File: src/rtl/pkg_divmod_ctrl.sv
// Shared types and helpers for the divide/modulo sequencing controller.
// Used by divmod_ctrl; the optional divide-by-zero trap is selected there
// with the DIVMOD_CTRL_DIV0_TRAP_EN macro.
package pkg_divmod_ctrl;

    // Cycles to wait for a divider to report before giving up.
    localparam int default_timeout_cycles = 80;

    // Controller sequencing states.
    typedef enum logic [1:0] {
        StIdle   = 2'd0,
        StLaunch = 2'd1,
        StWait   = 2'd2,
        StResp   = 2'd3
    } State;

    // One request as presented by the core.
    typedef struct packed {
        logic        is_64;
        logic        sgn;
        logic [63:0] num;
        logic [63:0] denom;
    } StrcInDivmodReq;

    // One response as held for the core.
    typedef struct packed {
        logic [63:0] quot;
        logic [63:0] rem;
        logic        div0;
        logic        timeout;
    } StrcOutDivmodRsp;

    // A denominator is zero at the operation width; 32-bit requests ignore
    // the upper half.
    function automatic logic denom_is_zero(input logic is_64, input logic [63:0] denom);
        return is_64 ? (denom == 64'd0) : (denom[31:0] == 32'd0);
    endfunction

    // Trim a value to the operation width and zero-extend it to 64 bits.
    function automatic logic [63:0] op_width_value(input logic is_64, input logic [63:0] value);
        return is_64 ? value : {32'd0, value[31:0]};
    endfunction

endpackage

File: src/rtl/divmod_ctrl.sv
// Sequencing controller in front of a 32-bit and a 64-bit divider.
// Accepts one request at a time, steers it to the divider matching its width,
// pulses that divider's enable once, waits (bounded) for its result and holds
// the response until the core takes it.
//
// Handshakes: a request transfers on a rising edge where req_valid and
// req_ready are both 1; a response transfers on a rising edge where rsp_valid
// and rsp_ready are both 1. req_ready and rsp_valid depend on state only, and
// rsp_* never change while rsp_valid=1 and rsp_ready=0.
//
// Build option: define DIVMOD_CTRL_DIV0_TRAP_EN to answer zero denominators
// locally (quotient all-ones, remainder = numerator, rsp_div0=1) without
// touching a divider. Without it, zero denominators go to the divider and
// rsp_div0 stays 0.
//
// dbg_state exposes the FSM state for checkers.
module divmod_ctrl
    import pkg_divmod_ctrl::*;
#(
    parameter int TIMEOUT_CYCLES = default_timeout_cycles
) (
    input  logic        clk,
    input  logic        rst_n,
    // Request port from the core
    input  logic        req_valid,
    output logic        req_ready,
    input  logic        req_is_64,
    input  logic        req_sgn,
    input  logic [63:0] req_num,
    input  logic [63:0] req_denom,
    // Response port to the core
    output logic        rsp_valid,
    input  logic        rsp_ready,
    output logic [63:0] rsp_quot,
    output logic [63:0] rsp_rem,
    output logic        rsp_div0,
    output logic        rsp_timeout,
    // 32-bit divider
    output logic        d32_enable,
    output logic        d32_unsgn_or_sgn,
    output logic [31:0] d32_num,
    output logic [31:0] d32_denom,
    input  logic [31:0] d32_quot,
    input  logic [31:0] d32_rem,
    input  logic        d32_can_accept_cmd,
    input  logic        d32_data_ready,
    // 64-bit divider
    output logic        d64_enable,
    output logic        d64_unsgn_or_sgn,
    output logic [63:0] d64_num,
    output logic [63:0] d64_denom,
    input  logic [63:0] d64_quot,
    input  logic [63:0] d64_rem,
    input  logic        d64_can_accept_cmd,
    input  logic        d64_data_ready,
    // Debug
    output State        dbg_state
);

    localparam int CNT_W = $clog2(TIMEOUT_CYCLES + 1);
    localparam logic [CNT_W-1:0] CNT_LAST = CNT_W'(TIMEOUT_CYCLES);

    State             state;
    logic             lat_is_64;
    logic [CNT_W-1:0] cnt;
    StrcOutDivmodRsp  rsp_q;
    StrcInDivmodReq   req;

    logic             sel_can_accept;
    logic             sel_data_ready;
    logic [63:0]      sel_quot;
    logic [63:0]      sel_rem;
    logic             req_div0;

    assign req = {req_is_64, req_sgn, req_num, req_denom};

`ifdef DIVMOD_CTRL_DIV0_TRAP_EN
    assign req_div0 = denom_is_zero(req.is_64, req.denom);
`else
    assign req_div0 = 1'b0;
`endif

    // Route the status and results of the divider chosen by the latched width.
    always_comb begin
        sel_can_accept = d32_can_accept_cmd;
        sel_data_ready = d32_data_ready;
        sel_quot       = {32'd0, d32_quot};
        sel_rem        = {32'd0, d32_rem};
        if (lat_is_64) begin
            sel_can_accept = d64_can_accept_cmd;
            sel_data_ready = d64_data_ready;
            sel_quot       = d64_quot;
            sel_rem        = d64_rem;
        end
    end

    // Sequencing FSM with its registered divider commands and response.
    always_ff @(posedge clk or negedge rst_n) begin
        if (!rst_n) begin
            state            <= StIdle;
            lat_is_64        <= 1'b0;
            cnt              <= '0;
            rsp_q            <= '0;
            d32_enable       <= 1'b0;
            d32_unsgn_or_sgn <= 1'b0;
            d32_num          <= 32'd0;
            d32_denom        <= 32'd0;
            d64_enable       <= 1'b0;
            d64_unsgn_or_sgn <= 1'b0;
            d64_num          <= 64'd0;
            d64_denom        <= 64'd0;
        end else begin
            // Enables are single-cycle pulses; they are only raised below.
            d32_enable <= 1'b0;
            d64_enable <= 1'b0;
            case (state)
                StIdle: begin
                    if (req_valid) begin
                        lat_is_64 <= req.is_64;
                        rsp_q     <= '0;
                        if (req_div0) begin
                            // Answered locally; no divider sees this request.
                            rsp_q.quot <= op_width_value(req.is_64, 64'hFFFF_FFFF_FFFF_FFFF);
                            rsp_q.rem  <= op_width_value(req.is_64, req.num);
                            rsp_q.div0 <= 1'b1;
                            state      <= StResp;
                        end else begin
                            // Only the selected divider's operands move; the
                            // other keeps whatever it last saw.
                            if (req.is_64) begin
                                d64_unsgn_or_sgn <= req.sgn;
                                d64_num          <= req.num;
                                d64_denom        <= req.denom;
                            end else begin
                                d32_unsgn_or_sgn <= req.sgn;
                                d32_num          <= req.num[31:0];
                                d32_denom        <= req.denom[31:0];
                            end
                            state <= StLaunch;
                        end
                    end
                end
                StLaunch: begin
                    if (sel_can_accept) begin
                        if (lat_is_64) begin
                            d64_enable <= 1'b1;
                        end else begin
                            d32_enable <= 1'b1;
                        end
                        cnt   <= '0;
                        state <= StWait;
                    end
                end
                StWait: begin
                    // At cnt=0 the divider may still show its previous result,
                    // so data_ready is only trusted from cnt=1 on. A result in
                    // the last cycle beats the timeout.
                    if ((cnt != '0) && sel_data_ready) begin
                        rsp_q.quot <= sel_quot;
                        rsp_q.rem  <= sel_rem;
                        state      <= StResp;
                    end else if (cnt == CNT_LAST) begin
                        rsp_q.quot    <= 64'd0;
                        rsp_q.rem     <= 64'd0;
                        rsp_q.timeout <= 1'b1;
                        state         <= StResp;
                    end else begin
                        cnt <= cnt + 1'b1;
                    end
                end
                StResp: begin
                    if (rsp_ready) begin
                        state <= StIdle;
                    end
                end
                default: begin
                    state <= StIdle;
                end
            endcase
        end
    end

    assign req_ready   = (state == StIdle);
    assign rsp_valid   = (state == StResp);
    assign rsp_quot    = rsp_q.quot;
    assign rsp_rem     = rsp_q.rem;
    assign rsp_div0    = rsp_q.div0;
    assign rsp_timeout = rsp_q.timeout;
    assign dbg_state   = state;

    // At most one divider is enabled in any cycle.
    a_one_enable: assert property (@(posedge clk) disable iff (!rst_n)
        !(d32_enable && d64_enable));

    // An enable is only visible in the first wait cycle.
    a_enable_in_wait: assert property (@(posedge clk) disable iff (!rst_n)
        (d32_enable || d64_enable) |-> (state == StWait && cnt == '0));

    // A pending response stays put until it is taken.
    a_rsp_stable: assert property (@(posedge clk) disable iff (!rst_n)
        (state == StResp && !rsp_ready) |=> (state == StResp && $stable(rsp_q)));

endmodule

File: config.mk
export PLATFORM = sky130hd
export DESIGN_NAME = divmod_ctrl
export DESIGN_NICKNAME = d
export VERILOG_FILES = /design/src/rtl/pkg_divmod_ctrl.sv /design/src/rtl/divmod_ctrl.sv
export SDC_FILE = /design/constraint.sdc
export NUM_CORES = 1
export LEC_CHECK = 0
export CORE_AREA = 3 3 254 256
export DETAILED_ROUTE_END_ITERATION = 10
export DIE_AREA = 0 0 257 259
export SETUP_SLACK_MARGIN = 0.3
export SKIP_CTS_REPAIR_TIMING = 1
export SLEW_MARGIN = 20
export SYNTH_ARGS = -nofsm -noshare
export SYNTH_HDL_FRONTEND = slang
export SYNTH_SLANG_ARGS = --single-unit
File: constraint.sdc
create_clock -name clk -period 2.7 [get_ports clk]
set_input_delay 0.27 -clock clk [delete_from_list [all_inputs] [get_ports clk]]
set_output_delay 0.27 -clock clk [all_outputs]
set_load 0.03 [all_outputs]
* After elaboration in Yosys (flattened, before gate mapping)
Cells that the tools add are included. Widths: inputs -> output; s select.
Word-level totals: bits in registers 335, bits in latches 0, RAM bits 0, memory bits (read-only) 0, bits of input ports 330, memories 0
Cells by class: $add $sub $neg 1, multipliers 0, divide/modulo/power cells 0, $lt $le $gt $ge 0, equal/unequal tests 11, shift operators 0, multiplexer cells 27, bitwise gates (word level) 1, reduce and logical (&&, ||, !) cells 12
Operator list (number):
- $mux 128 | 2
- $pmux 128 s2 | 1
- $mux 130 | 1
- $mux 64 | 2
- $mux 7 | 3
- $pmux 7 s2 | 1
- $reduce_and 4->1 | 3
- $mux 1 | 10
- $mux 2 | 5
- $ne 2x2->1 const B | 5
- $reduce_and 3->1 | 3
- $pmux 2 s4 | 1
- $add 7x1->7 const B | 1
- $eq 7x7->1 const B | 1
- $reduce_bool 7->1 | 1
- $eq 2x2->1 const B | 2
- $reduce_bool 2->1 | 2
- $ne 3x3->1 const B | 1
- $eq 2x1->1 const B | 1
- $logic_not 2->1 | 1
- $ne 2x1->1 const B | 1
- $pmux 1 s2 | 1
- $reduce_and 2->1 | 1
- $logic_and 1x1->1 | 1
- $not 1->1 | 1

* Longest topological paths before layout
word-level depth 4, mapped depth 9, depth with buffers taken out 7

* Worst setup path before layout
OpenSTA, ideal clock, no wires.
kind reg2reg, from register state[0] (netlist: dbg_state[0]), to register d32_denom[11], library setup time 125 ps, data arrival time 2314 ps, required time 2575 ps, path slack 261 ps, stages on the path, launching flop included 8, path buffers 2, period minus slack after synthesis 2439 ps, cells stage by stage dfrtp_1 > inv_1 > ha_1 > nand2_1 > or2_2 > clkbuf_1 > clkbuf_1 > mux2_2
Between the ends: cells in the longest elaborated chain, start to end 2
RTL lines:
- from (decl) | RTL line divmod_ctrl.sv:63 | State state;
- from (signal assigned) | RTL line divmod_ctrl.sv:100 | state <= StIdle;
- from (signal assigned) | RTL line divmod_ctrl.sv:126 | state <= StResp;
- from (signal assigned) | RTL line divmod_ctrl.sv:139 | state <= StLaunch;
- $logic_not 2->1
- via req_ready | RTL line divmod_ctrl.sv:26 | output logic req_ready,
- $reduce_and 3->1 (no source line)
- to (signal assigned) | RTL line divmod_ctrl.sv:137 | d32_denom <= req.denom[31:0];
- to (decl) | RTL line divmod_ctrl.sv:42 | output logic [31:0] d32_denom,
The timed path passes the listed nets, and every way through them passes these cells. A chain may end at the register's enable or synchronous reset.

* Final worst setup path
from register state[1] (netlist: dbg_state[1]), to output rsp_valid
Between the ends: cells in the longest elaborated chain, start to end 1
RTL lines:
- $eq 2x2->1 | RTL line divmod_ctrl.sv:184 | assign rsp_valid = (state == StResp);
- to (decl) | RTL line divmod_ctrl.sv:32 | output logic rsp_valid,
Every way passes these cells.

==> summary.md <==
| Metric | Value |
|---|---|
| Status | finished clean |
| Routed wire length | approximately 47 mm |
| # setup viols final | 0 |
| Most common cell in the netlist | dfrtp_1 |
| RR Startpoint | cnt[0] |
| Crit path launch type | flop |
| Synthesized Nets | 1,267 |
| DRT iter0 DRCs | roughly 480 |
| Placed insts | between 2,000 and 2,500 |
| Gpl congestion | a little over 0.8 |
| Mapped Avg Cell Area | approximately 14 um2 |
| Crit end category | output port |
| GRT Util Overall | between 10% and 20% |
| Pwr Total | approximately 28 mW |
| Peak supply drop | between 0.6 and 0.7 mV |
| CTS Buf Count | 41 |
| Num rows | a little over 90 |
| Sequential area share after synthesis | a little over three fifths |
| Detailed Routing Iterations Pass 1 | 4 |
| Most common library cells after synthesis | 335 x dfrtp_1, 194 x mux2_2, 75 x nand2_1 |
| Max Fclk | 0.456 GHz |
| DR DRC count | 0 |
| Share of layout cells above drive strength 1 | 18.4% |
| CTS tree | built |
| CP startpoint | dbg_state[1] |
| Pin slew with the least headroom to its limit | about 0.7 ns |
| P&R area growth vs syn | 68.7% |
| Pwr Density | approximately 1200 nW/um2 |
| Worst R2R Setup Slack | about 0.52 ns |
| Initial antenna violation count | 4 |
| Antenna Nets Post-Route | 0 |
| Worst-Skew Late Latency | 0.54 ns |
| Avg Vias per Cell | 4.15 |
| Mapped Cells | between 900 and 1,000 |
| Vias in the first global route | 10,900 |
| R2R cell count | 7 |
| Crit Path Category | reg2out |
| DIE WIDTH | around 260 um |
| CTS Buffer Depth | 3 |
| WL/cell | roughly 19 um |
| Total Die Area | between 60,000 and 70,000 um2 |
| Finished Cell Area | around 22,000 um2 |
| Final period util | a little over 80% |
| Port buffer count | between 600 and 700 |
| Global-route wire length before repair | around 70 mm |
| Setup WS pre-CTS | around 0.36 ns |
| Top cells by area, synth | dfrtp_1 63%, mux2_2 16%, mux2i_1 5.0%, a22o_1 4.2%, o31ai_1 3.6% |
| Worst slew margin | about 54% |
| FILL cells | 6,106 |
| Synth cell types | 38 |
| Prevailing post-synth register cell | dfrtp_1 |
| Critical path endpoint | rsp_valid |
| Post-DP HPWL | between 30 and 40 mm |
| CTS H-tree depth | 2 |
| Root Driver | clkbuf_16 |
| Hold crit path type | in2async |
| Fin cells | between 2,000 and 2,500 |
| Worst reg2reg endpoint | cnt[4] |
| CP arrival | ~1.9 ns |
| Slew Viols, Final | 0 |
| Layout Nets | between 1,500 and 2,000 |
| Starting Density | a little over a fifth |
| Worst endpoint required time | between 2 and 2.5 ns |
| Maxcap violations | 0 |
| Synth area leader | dfrtp_1 |
| Top-area cell type share of the netlist area | between 60% and 70% |
| Core ar. | around 63,000 um2 |
| Worst setup margin | roughly 0.51 ns |
| Post-synthesis register bit count | approximately 340 |
| Clock skew | roughly 0.019 ns |
| CTS sink cnt | 335 |
| Clock-pin slew on the worst setup and hold paths | ~0.06 ns |
| Synth warn | 0 |
| Final hold slack | roughly 0.27 ns |
| Mapped Area | 13,300 um2 |
| Grt total ovfl | 0 |
| Placed Area | between 20,000 and 25,000 um2 |
| IO Pins | 660 |
| Die height | about 260 um |
| RSZ-0062 raised after global routing | no |
| Total number of vias | slightly above 10,000 |
| Worst Path Max Fanout | 5 |
| FFs w/ async S/R, synth | 100% |
| Fin. Hold Viols | 0 |
| Leak | about 9.4 nW |
| Post-route minimum period | roughly 2.2 ns |
| Largest net degree at the start of global routing | 72 |
| Post-synth EDFFs | 0 |
## cell families after synthesis
| family | count (synthesis) | synth area share, % |
|---|---|---|
| AND/OR/NAND/NOR | 106 | 3.53 |
| adder cells (fa/ha/maj) | 7 | 0.659 |
| other | 1 | 0.0282 |
| flip-flops | 335 | 63.1 |
| AO/OA/AOI/OAI | 144 | 8.81 |
| multiplexers | 262 | 21.6 |
| buffers and inverters | 75 | 2.29 |
## where the power goes
| part | switching (mW) | internal, mW | leakage, nW |
|---|---|---|---|
| Combinational | 7.96 | 6.08 | 4.46 |
| Sequential | 1.18 | 7.09 | 4.27 |
| Clock | 2.16 | 3.36 | 0.680 |
| Total | 11.3 | 16.5 | 9.41 |
## worst min-delay path by stage
stage           from             to  slack [ns]  cells after the start
2_1_floorplan  rst_n         cnt[0]       -0.03                      0
3_3_place_gp   rst_n    d64_num[48]        0.27                      1
3_5_place_dp   rst_n  d64_denom[30]        0.27                      1
4_1_cts        rst_n    d64_num[30]       -0.34                      1
5_1_grt        rst_n  d64_denom[30]        0.29                      2
6_report       rst_n  d64_denom[30]        0.27                      2
## state kept, by name, summed over array words and instances (netlist names)
name              count
d64_denom            64
d64_num              64
rsp_quot             64
rsp_rem              64
d32_denom            32
d32_num              32
cnt                   7
dbg_state             2
d32_enable            1
d32_unsgn_or_sgn      1
d64_enable            1
d64_unsgn_or_sgn      1
lat_is_64             1
rsp_timeout           1
## critical path, cell delays in order (launching register included)
cell and delay [ns]:
dfrtp_1 0.42, ha_1 0.20, clkdlybuf4s50_1 0.76
## per-stage QoR
step | TNS, ns | utilization [%]
6_report | 0 | 35.7
4_1_cts | -0.00876 | 35.7
2_1_floorplan | 0 | -
3_3_place_gp | 0 | 33.5
5_1_grt | 0 | 35.7
3_5_place_dp | 0 | 33.5
## per-layer routing
layer	vias to the layer above	routed length, um	global-route usage [%]
met3	81	3460	4.18
met2	335	24400	24.1
met4	8	1170	4.30
met5	-	48	0
met1	5109	18200	15.9
li1	4705	-	-
## cell type report
cell class | count | area, um2 | share of cell area [%]
clock buffers | 65 | 1290 | 5.75
repair buffers | 685 | 6920 | 30.9
inverters | 7 | 26.3 | 0.117
flip-flops and latches | 335 | 8390 | 37.4
well taps | 846 | 1060 | 4.72
clock inverters | 10 | 91.3 | 0.408
diodes | 1 | 2.50 | 0.0112
multi-input cells | 520 | 4630 | 20.7
## placed cells by master (no fill, tap or decap), types with 3 or more instances in the layout
cell type and count:
o31ai_1 64, nand2_1 74, clkinv_2 6, buf_12 10, clkbuf_1 8, o21ai_0 3
nor2_1 8, buf_4 16, clkbuf_16 42, clkbuf_8 15, dfrtp_1 334, mux2i_1 67
nand3_1 5, and3_1 3, mux2_2 194, clkdlybuf4s50_1 656, a22o_1 64, ha_1 7
inv_1 7
(Power assumes the default switching activity.)
